File: config.mk
export PLATFORM = sky130hd
export DESIGN_NAME = sar_search_ctrl
export DESIGN_NICKNAME = d
export VERILOG_FILES = /design/src/rtl/sar_pkg.sv /design/src/rtl/sar_settle_timer.sv /design/src/rtl/sar_search_ctrl.sv
export SDC_FILE = /design/constraint.sdc
export NUM_CORES = 1
export LEC_CHECK = 0
export ABC_AREA = 1
export CORE_MARGIN = 4
export CORE_UTILIZATION = 50
export CTS_CLUSTER_DIAMETER = 50
export DETAILED_ROUTE_END_ITERATION = 8
export PLACE_DENSITY = 0.74
export SETUP_SLACK_MARGIN = 0.02
export SYNTH_ARGS = -nofsm -noshare
export SYNTH_HDL_FRONTEND = slang
export SYNTH_SLANG_ARGS = --single-unit
File: constraint.sdc
create_clock -name clk -period 4.2 [get_ports clk]
set_input_delay 1.05 -clock clk [delete_from_list [all_inputs] [get_ports clk]]
set_output_delay 1.05 -clock clk [all_outputs]
set_load 0.05 [all_outputs]
File: src/rtl/sar_pkg.sv
// Shared definitions for the successive-approximation search controller
// and anything else that talks to the 4-bit magnitude comparator.
package sar_pkg;

  typedef enum logic [1:0] {
    S_IDLE = 2'd0,
    S_WAIT = 2'd1,
    S_DONE = 2'd2
  } sar_state_e;

  // Bit positions of the comparator relation bus: target vs. trial
  localparam int CMP_GT = 2;
  localparam int CMP_EQ = 1;
  localparam int CMP_LT = 0;

  // Settle timer width; SETTLE must stay within 1..15
  localparam int TIMER_W = 4;

  // A valid comparator answer has exactly one relation bit set
  function automatic logic cmp_onehot(input logic [2:0] i_cmp);
    return (i_cmp == 3'b001) || (i_cmp == 3'b010) || (i_cmp == 3'b100);
  endfunction

endpackage

File: src/rtl/sar_settle_timer.sv
// Loadable up-counter that flags when it has reached SETTLE.
// Loading sets the count to 1 so a fresh load reaches SETTLE after
// SETTLE-1 further enabled cycles; the count parks at all-ones.
module sar_settle_timer
  import sar_pkg::*;
#(
  parameter int unsigned SETTLE = 2
) (
  input  logic clk,
  input  logic rst_n,
  input  logic i_load,
  input  logic i_en,
  output logic o_tc
);

  logic [TIMER_W-1:0] r_count;

  // Count settle cycles; a load restarts the count at 1
  always_ff @(posedge clk or negedge rst_n) begin
    if (!rst_n) begin
      r_count <= '0;
    end else if (i_load) begin
      r_count <= TIMER_W'(1);
    end else if (i_en && (r_count != '1)) begin
      r_count <= r_count + TIMER_W'(1);
    end
  end

  assign o_tc = (r_count == TIMER_W'(SETTLE));

endmodule

File: src/rtl/sar_search_ctrl.sv
// Successive-approximation controller. Drives trial values onto the
// comparator B input, samples the relation after SETTLE cycles and
// binary-searches the value on the comparator A input, MSB first.
module sar_search_ctrl
  import sar_pkg::*;
#(
  parameter int unsigned WIDTH  = 4,
  parameter int unsigned SETTLE = 2
) (
  input  logic             clk,
  input  logic             rst_n,
  input  logic             start_i,
  input  logic [2:0]       cmp_i,
  output logic [WIDTH-1:0] trial_o,
  output logic             busy_o,
  output logic             done_o,
  output logic [WIDTH-1:0] result_o,
  output logic             exact_o,
  output logic             err_o,
  output logic [2:0]       steps_o
);

  localparam int BIT_W = (WIDTH > 1) ? $clog2(WIDTH) : 1;

  sar_state_e         r_state;
  logic [BIT_W-1:0]   r_bit;
  logic [WIDTH-1:0]   r_acc;
  logic [WIDTH-1:0]   r_trial;
  logic [WIDTH-1:0]   r_result;
  logic               r_busy;
  logic               r_done;
  logic               r_exact;
  logic               r_err;
  logic [2:0]         r_steps;

  logic               w_tc;
  logic               w_onehot;
  logic               w_eq;
  logic               w_gt;
  logic [WIDTH-1:0]   w_acc_next;
  logic [BIT_W-1:0]   w_bit_dec;
  logic [WIDTH-1:0]   w_next_mask;
  logic [WIDTH-1:0]   w_msb;
  logic               w_sample;
  logic               w_continue;
  logic               w_load;

  assign w_onehot    = cmp_onehot(cmp_i);
  assign w_eq        = cmp_i[CMP_EQ];
  assign w_gt        = cmp_i[CMP_GT];
  // On "target above trial" the trial bit is kept, otherwise dropped
  assign w_acc_next  = w_gt ? r_trial : r_acc;
  assign w_bit_dec   = r_bit - BIT_W'(1);
  assign w_next_mask = {{(WIDTH-1){1'b0}}, 1'b1} << w_bit_dec;
  assign w_msb       = {1'b1, {(WIDTH-1){1'b0}}};

  assign w_sample    = (r_state == S_WAIT) && w_tc;
  assign w_continue  = w_sample && w_onehot && !w_eq && (r_bit != '0);
  assign w_load      = ((r_state == S_IDLE) && start_i) || w_continue;

  sar_settle_timer #(
    .SETTLE (SETTLE)
  ) u_settle_timer (
    .clk    (clk),
    .rst_n  (rst_n),
    .i_load (w_load),
    .i_en   (r_busy),
    .o_tc   (w_tc)
  );

  // Search FSM: issues trials, consumes comparator answers, registers outputs
  always_ff @(posedge clk or negedge rst_n) begin
    if (!rst_n) begin
      r_state  <= S_IDLE;
      r_bit    <= '0;
      r_acc    <= '0;
      r_trial  <= '0;
      r_result <= '0;
      r_busy   <= 1'b0;
      r_done   <= 1'b0;
      r_exact  <= 1'b0;
      r_err    <= 1'b0;
      r_steps  <= '0;
    end else begin
      r_done <= 1'b0;
      case (r_state)
        S_IDLE: begin
          if (start_i) begin
            r_state  <= S_WAIT;
            r_busy   <= 1'b1;
            r_bit    <= BIT_W'(WIDTH - 1);
            r_acc    <= '0;
            r_trial  <= w_msb;
            r_result <= '0;
            r_exact  <= 1'b0;
            r_err    <= 1'b0;
            r_steps  <= '0;
          end
        end
        S_WAIT: begin
          if (w_tc) begin
            if (r_steps != 3'(WIDTH)) begin
              r_steps <= r_steps + 3'd1;
            end
            if (!w_onehot) begin
              // Malformed comparator answer: abort with no result
              r_state  <= S_DONE;
              r_busy   <= 1'b0;
              r_done   <= 1'b1;
              r_err    <= 1'b1;
              r_result <= '0;
            end else if (w_eq) begin
              r_state  <= S_DONE;
              r_busy   <= 1'b0;
              r_done   <= 1'b1;
              r_acc    <= r_trial;
              r_result <= r_trial;
              r_exact  <= 1'b1;
            end else begin
              r_acc <= w_acc_next;
              if (r_bit != '0) begin
                r_bit   <= w_bit_dec;
                r_trial <= w_acc_next | w_next_mask;
              end else begin
                r_state  <= S_DONE;
                r_busy   <= 1'b0;
                r_done   <= 1'b1;
                r_result <= w_acc_next;
              end
            end
          end
        end
        S_DONE: begin
          r_state <= S_IDLE;
        end
        default: begin
          r_state <= S_IDLE;
          r_busy  <= 1'b0;
        end
      endcase
    end
  end

  assign trial_o  = r_trial;
  assign busy_o   = r_busy;
  assign done_o   = r_done;
  assign result_o = r_result;
  assign exact_o  = r_exact;
  assign err_o    = r_err;
  assign steps_o  = r_steps;

endmodule

After elaboration in Yosys (flattened, before gate mapping):

Cells that the tools add are included.

* register bits: 27
* logic and storage cells: 110
* input port bits: 6
* output and inout port bits: 15

* bitwise gates (word level): 2
* shifts and indexed selects: 1
* multiplexer cells: 54
* reductions and logical operators: 22
* add/sub/neg operators: 3
* eq/ne operators: 17

Operator list (number)
* $mux W4: 16
* $pmux W4 S2: 3
* $mux W2: 10
* $reduce_and A4 Y1: 5
* $mux W1: 16
* $ne A2 B2 Y1 const B: 6
* $mux W3: 3
* $ne A4 B4 Y1 const B: 2
* $pmux W2 S2: 2
* $logic_and A1 B1 Y1: 6
* $pmux W3 S2: 1
* $reduce_and A6 Y1: 1
* $reduce_bool A2 Y1: 3
* $reduce_and A5 Y1: 1
* $add A4 B1 Y4 const B: 1
* $eq A4 B2 Y1 const B: 1
* $ne A2 B1 Y1 const B: 2
* $or A4 B4 Y4: 1
* $pmux W1 S2: 2
* $shl A1 B2 Y4 const A: 1
* $add A3 B1 Y3 const B: 1
* $eq A3 B1 Y1 const B: 1
* $eq A3 B2 Y1 const B: 1
* $eq A3 B3 Y1 const B: 1
* 10 further kinds: 12

Depth between registers and ports, before layout:

Gate-level depths: netlist (run 1).

* depth after elaboration: 8
* gate-level depth with buffers: 9
* mapped depth without buffers: 8

Hierarchy:

From an unflattened synthesis (run 1), not the netlist that was laid out.

* cells, all modules: 206
* area total of the unflattened synthesis: 1591.5 um^2

Modules (own cells, without submodules)
* sar_search_ctrl: area an instance 1343.8 um^2, instances 1, cells an instance 173, seq. area each 575.6 um^2
* sar_settle_timer: area an instance 247.7 um^2, instances 1, cells an instance 33, seq. area each 100.1 um^2

Worst setup path after synthesis (run 1):

OpenSTA, ideal clock, no wires.

* path type: input to register
* start: in cmp_i[1]
* end: reg r_bit[0]
* arrival: 1695 ps
* cell stages on the path: 8
* buffers on the path: 0
* required time: 4080 ps
* path slack: 2385 ps
* library setup time: 120 ps
* cell sequence: inv_2 > nand2_1 > nand3_1 > nand2_2 > nand3_4 > nand2_4 > o21ai_1 > nand2_1

* word-level cells in the longest chain between the ends: 5
* elaborated cells between the ends (all ways): 8
* those cells by class: eq/ne (5); reduce/logical (3)

RTL lines
* start: declaration: RTL line sar_search_ctrl.sv:13 `input logic [2:0] cmp_i,`
* $eq A3 B1 Y1 / $eq A3 B2 Y1 (equally long branches): RTL line sar_pkg.sv:21 `return (i_cmp == 3'b001) || (i_cmp == 3'b010) || (i_cmp == 3'b100);`
* $logic_or A1 B1 Y1 (2 in a row): RTL line sar_pkg.sv:21
* $ne A2 B2 Y1 (no line)
* $reduce_and A6 Y1 (no line) (*)
* end signal: assignment: RTL line sar_search_ctrl.sv:91 `r_bit <= BIT_W'(WIDTH - 1);`
* end signal: assignment: RTL line sar_search_ctrl.sv:122 `r_bit <= w_bit_dec;`
* end: declaration: RTL line sar_search_ctrl.sv:26 `logic [BIT_W-1:0] r_bit;`

Mark *: on every way between the ends. The rest lies on a longest branch, timed or not.
A chain may end at the register's enable or synchronous reset.

Worst setup path in the final report (run 1):

* start: reg r_trial[3] (netlist: trial_o[3])
* end: out trial_o[3]

RTL lines
* start: declaration: RTL line sar_search_ctrl.sv:28 `logic [WIDTH-1:0] r_trial;`
* start signal: assignment: RTL line sar_search_ctrl.sv:93 `r_trial <= w_msb;`
* start signal: assignment: RTL line sar_search_ctrl.sv:123 `r_trial <= w_acc_next | w_next_mask;`
* end: declaration: RTL line sar_search_ctrl.sv:14 `output logic [WIDTH-1:0] trial_o,`

No word-level cell between the ends.

==> flow_summary.toml, run 1 <==
[floorplanning]
std_cell_rows = 20
fp.dieArea_um2 = 4090
boundaryPins = 21
core-area_um2 = 3030
die_h_um = 64.0
initial_core_util_pct = 51.7
die_w_um = 64.0

[place]
place_inst = 257
hpwl_mm = 2.53
portBuffers = 20
place.gp.congestion = 0.889

[worst_setup_path]
cp_num_buf_inv = 1
cp_slowest_cell = "clkdlybuf4s50_1"
crit_path_cell_trace = "clkdlybuf4s50_1"
path_delay_family = "buffers and inverters"
start_kind = "register"
arrival_ns = 1.61
rrSetupSlack_ns = 2.55
crit_type = "register to output pin"
slowest_delay_ns = 0.83
endpoint_kind = "output pin"
worstPathMaxFanout = 4
required_ns = 3.15

[clock_network]
cts_hold_buf = 0
cts_tree = "done"
clock_path_buffers = 2
ctsResizeCount = 0
cts-buffers-inserted = 3
cts_setup_buffers = 0
cts_sinks = 27
clock-root-buffer = "clkbuf_4"
clk_pin_slew_ns = 0.14
clock_latency_ns = 0.32
cts_max_level = 1

[timing]
maxSlewHeadroom_pct = 65.0
finClkSkew_ns = 0.00443
period_needed_ns = 2.66
report.final.slew_viol_count = 0
worst_pin_slew_ns = 0.524
rsz0062_at_grt = "false"
period_share_pct = 63.3
setup_viol = 0
max_freq_mhz = 376
hold_viol = 0
fin_setup_tns_ns = 0
worst_hold_slack_ns = 0.498

[global_route]
grt_usage_pct = 16.7
grt_pass1_vias = 1276
antenna_found_initial = 0
grt_overflow = 0
grt_pass1_wl_mm = 5.54
grt_max_degree = 28

[synthesis]
ys_warn_count = 0
yosysMostFrequentCell = "nand2_1"
ys_seq_area_share_pct = 43.1
synth_edf_count = 0
synth-main-ff-cell = "dfrtp_1"
synth_nets = 209
synth_top_cell_by_area = "dfrtp_1"
avgSynthCellArea_um2 = 8.03
synth_commonest_cells = "nand2_1, dfrtp_1, nor2_1"
synthCells = 195
ys_ff_latch = 27
synth.cell_area_um2 = 1570
yosysTopAreaCellShare_pct = 43.1
synth-async-reset-ratio_pct = 100
yosysUniqueCellTypes = 27
synthTopCellsByArea = "dfrtp_1, nand2_1, nand3_1, ha_1, nor2_1"

[finish]
n_antenna_cell = 0
utilization_pct = 60.5
seq_area_um2 = 676
final_layout_size_suffix_gt1_share_pct = 12.0
fin_nets = 232
instances_no_fill = 261
multi_input_area_um2 = 803
fillCellCount = 294
synthToLayoutAreaGrowth_pct = 16.9

[pwr]
p_int_uw = 694
p_comb_share_pct = 59.5
power_density_nw_per_um2 = 777
vdd_ir_drop_max_v = 0.000338
p_clk_share_pct = 8.0
seq_power_share_pct = 32.6
leakagePower_uw = 0.000905
swShare_pct = 51.2
switchingPower_uw = 729

[routing]
wl_per_cell_um = 12.4
drc = 0
vias_per_cell = 5.07
first_pass_iters = 4
postRouteWirelength_mm = 3.23
drt-initial-drc-count = 47
vias = 1324
ant_nets = 0

[run]
maxCapViolCount = 0

[run_status]
status = "complete, no violations"

[worst_hold_path]
hp-class = "register to register"
[state kept, by name, indices dropped and copies added (netlist names)]
| signal | count |
|---|---|
| r_acc | 4 |
| result_o | 4 |
| trial_o | 4 |
| u_settle_timer.r_count | 4 |
| steps_o | 3 |
| r_bit | 2 |
| r_state | 2 |
| busy_o | 1 |
| done_o | 1 |
| err_o | 1 |
| exact_o | 1 |
[final cells by class]
class                   instances  share of cell area (%)
clock buffers                   4                    1.43
inverters                      17                    3.48
multi-input cells             148                    43.9
flip-flops and latches         27                    36.9
well taps                      44                    3.01
repair buffers                 21                    11.3
[power groups by stage]
stage / Sequential [uW] / Combinational, uW / Clock (uW)
2_1_floorplan: 655 / 438 / 0
3_3_place_gp: 462 / 827 / 0
3_5_place_dp: 468 / 852 / 0
4_1_cts: 463 / 854 / 117
5_1_grt: 480 / 929 / 125
6_report: 464 / 846 / 113
[logic make-up (layout without fill, tap and decap cells)]
group                      Yosys count  after routing  synth area share [%]
adders and majority gates            8              8                  6.39
xor gates and xnor gates             2              2                  1.12
DFF                                 27             27                  43.1
AOI/OAI and AO/OA                   18             18                  7.03
and+or+nand+nor                    120            120                  36.7
buffers and inverters               20             42                  5.59
[final timing paths]
path	to	cells past startpoint	from
max in group asynchronous	steps_o[0]	2	rst_n
min in group asynchronous	r_acc[2]	2	rst_n
max	trial_o[3]	1	trial_o[3]
min	result_o[1]	2	result_o[1]
min reg2reg	result_o[1]	2	result_o[1]
max reg2reg	result_o[2]	7	r_state[1]
[layout by cell type (no fill, tap or decap), types with 3 or more instances in the layout]
cell / Yosys / layout
clkbuf_4: 0 / 3
dfrtp_1: 27 / 27
nor2_1: 22 / 22
inv_1: 14 / 14
nand2_2: 4 / 4
nand3_1: 21 / 21
nand2_1: 55 / 55
clkdlybuf4s50_1: 0 / 20
inv_2: 3 / 3
o21ai_1: 11 / 11
ha_1: 8 / 8
nand4_1: 4 / 4
or2_2: 5 / 5
[routing by layer]
layer,vias to the layer above,wire [um],part of all wire (%),GRT usage [%]
li1,673,-,-,-
met5,-,0,0,0
met3,5,87,2.7,2.28
met2,25,1590,49,29.2
met4,0,43,1.3,5.12
met1,621,1510,47,21.3
[stage by stage]
step	cell area, um2	total power [uW]	setup slack (ns)
after floorplan	1570	1090	2.39
after global placement	1810	1290	1.65
after detailed placement	1810	1320	1.62
after CTS	1830	1430	1.54
after global routing	1830	1530	1.51
final	1830	1420	1.54
No activity file was read; power rests on OpenSTA's default activity.
==> run 2, diff against run 1 <==
--- a/config.mk
+++ b/config.mk
@@ -7,10 +7,10 @@
 export LEC_CHECK = 0
 export ABC_AREA = 1
 export CORE_MARGIN = 4
-export CORE_UTILIZATION = 50
+export CORE_UTILIZATION = 49
 export CTS_CLUSTER_DIAMETER = 50
 export DETAILED_ROUTE_END_ITERATION = 8
-export PLACE_DENSITY = 0.74
+export PLACE_DENSITY = 0.75
 export SETUP_SLACK_MARGIN = 0.02
 export SYNTH_ARGS = -nofsm -noshare
 export SYNTH_HDL_FRONTEND = slang
==> constraint.sdc (replaced) <==
create_clock -name clk -period 2.2 [get_ports clk]
set_input_delay 0.55 -clock clk [delete_from_list [all_inputs] [get_ports clk]]
set_output_delay 0.55 -clock clk [all_outputs]
set_load 0.05 [all_outputs]
==> run 2 against run 1 <==
Clock power grew 88%; total power rose by 90%; non-clock buffer count up 1; critical path depth stayed put; die area grew 1.8%; critical endpoint unchanged; largest cell class unchanged; largest power group unchanged.
==> flow_summary.toml, run 2 (synthesis results as in run 1) <==
[worst_setup_path]
path_delay_family = "buffers and inverters"
required_ns = 1.65
endpoint_kind = "output pin"
start_kind = "register"
arrival_ns = 1.57
critPathLaunch = "trial_o[3]"
crit_path_cell_trace = "clkdlybuf4s50_1"
worstPathMaxFanout = 4
cp_num_buf_inv = 1
crit_type = "register to output pin"
rr_startpoint = "r_state[1]"
cp_slowest_cell = "clkdlybuf4s50_1"
slowest_delay_ns = 0.83

[clock_network]
cts_tree = "done"
clk_pin_slew_ns = 0.15
cts_setup_buffers = 0
clock-root-buffer = "clkbuf_4"
clock_path_buffers = 2
cts_max_level = 1
cts-buffers-inserted = 3
clock_latency_ns = 0.32
cts_sinks = 27

[timing]
period_needed_ns = 2.12
hold_viol = 0
rsz0062_at_grt = "false"
max_freq_mhz = 472
period_share_pct = 96.3
worst_pin_slew_ns = 0.506
finClkSkew_ns = 0.00931
maxSlewHeadroom_pct = 66.2
report.final.slew_viol_count = 0
setup_viol = 0
fin_setup_tns_ns = 0

[finish]
final_area_um2 = 1850
multi_input_area_um2 = 803
synthToLayoutAreaGrowth_pct = 17.9
final_layout_size_suffix_gt1_share_pct = 12.4
fillCellCount = 267
seq_area_um2 = 676
fin_nets = 233
layout_commonest_cell = "nand2_1"
layout_common_cells = "nand2_1, dfrtp_1, nor2_1"
n_antenna_cell = 0

[global_route]
grt_util_met3_pct = 2.95
grt_pass1_vias = 1177
met2_usage_pct = 26.4
grt_overflow = 0
grt_pass1_wl_mm = 5.53
top_usage_layer = "met2"
grt_max_degree = 28
globalRouteMet1Util_pct = 24.2
grt_usage_pct = 16.7
antenna_found_initial = 0

[floorplanning]
initial_core_util_pct = 51.3
std_cell_rows = 20
fp.dieArea_um2 = 4170
core-area_um2 = 3050
boundaryPins = 21
die_w_um = 64.5
die_h_um = 64.5

[routing]
drc = 0
first_pass_iters = 4
ant_nets = 0
vias_per_cell = 4.81
postRouteWirelength_mm = 3.10
wl_per_cell_um = 11.8
drt-initial-drc-count = 83
vias = 1259

[run_status]
status = "complete, no violations"

[run]
maxCapViolCount = 0

[pwr]
power_density_nw_per_um2 = 1470
leakagePower_uw = 0.000958
vdd_ir_drop_max_v = 0.000641

[place]
dpl_cell_area_um2 = 1810
place.gp.congestion = 0.890
portBuffers = 20
hpwl_mm = 2.32

[worst_hold_path]
worstHoldStart = "result_o[3]"
hp-class = "register to register"
[run 2: metal layers]
layer  vias to the layer above  share of wire (%)
met4                         0               0.48
met5                         -                  0
met3                         2                4.0
li1                        674                  -
met1                       556                 50
met2                        27                 46
[run 2: tightest hold or removal path, delay by kind of cell (launching register included)]
family           cells  cell delay, ns
DFF                  1            0.37
and+or+nand+nor      2            0.10
[run 2: what timing repair did]
action	in CTS	in global routing
gates resized for setup	0	3
hold buffers	0	0
setup endpoints to repair	0	3
[run 2: path summary, 6_finish.rpt]
path | depth (start not counted) | slack, ns | endpoint
min | 2 | 0.50 | result_o[3]
max reg2reg | 7 | 0.51 | result_o[2]
min reg2reg | 2 | 0.50 | result_o[3]
max in group asynchronous | 2 | 1.36 | u_settle_timer.r_count[1]
min in group asynchronous | 2 | 0.58 | result_o[1]
max | 1 | 0.08 | trial_o[3]
[run 2: final cells by class]
type                    count  share of cell area (%)
clock buffers               4                    1.42
inverters                  17                    3.46
flip-flops and latches     27                    36.6
well taps                  44                    2.98
repair buffers             22                    12.1
multi-input cells         148                    43.5
[run 2: stage by stage]
step / util, % / total power (uW) / setup WS, ns / std cells / hold WS, ns
2_1_floorplan: - / 2090 / 0.817 / 195 / 0.254
3_3_place_gp: 59.4 / 2490 / 0.228 / 258 / 0.467
3_5_place_dp: 59.4 / 2510 / 0.191 / 258 / 0.466
4_1_cts: 60.2 / 2730 / 0.0655 / 262 / 0.502
5_1_grt: 60.5 / 2940 / 0.0230 / 262 / 0.520
6_report: 60.5 / 2710 / 0.0812 / 262 / 0.497
[run 2: report_power, final]
part / switching [uW] / internal (uW) / leakage [uW] / total [uW]
Combinational: 1070 / 547 / 0.000592 / 1610
Sequential: 174 / 708 / 0.000351 / 882
Clock: 142 / 70.9 / 0.0000150 / 213
Total: 1380 / 1330 / 0.000958 / 2710
==> run 3, diff against run 2 <==
--- a/config.mk
+++ b/config.mk
@@ -12,6 +12,7 @@
 export DETAILED_ROUTE_END_ITERATION = 8
 export PLACE_DENSITY = 0.75
 export SETUP_SLACK_MARGIN = 0.02
+export SKIP_CTS_REPAIR_TIMING = 1
 export SYNTH_ARGS = -nofsm -noshare
 export SYNTH_HDL_FRONTEND = slang
 export SYNTH_SLANG_ARGS = --single-unit
==> results of run 3 <==
The final DEF is identical to that of run 2; final timing and power are the same.
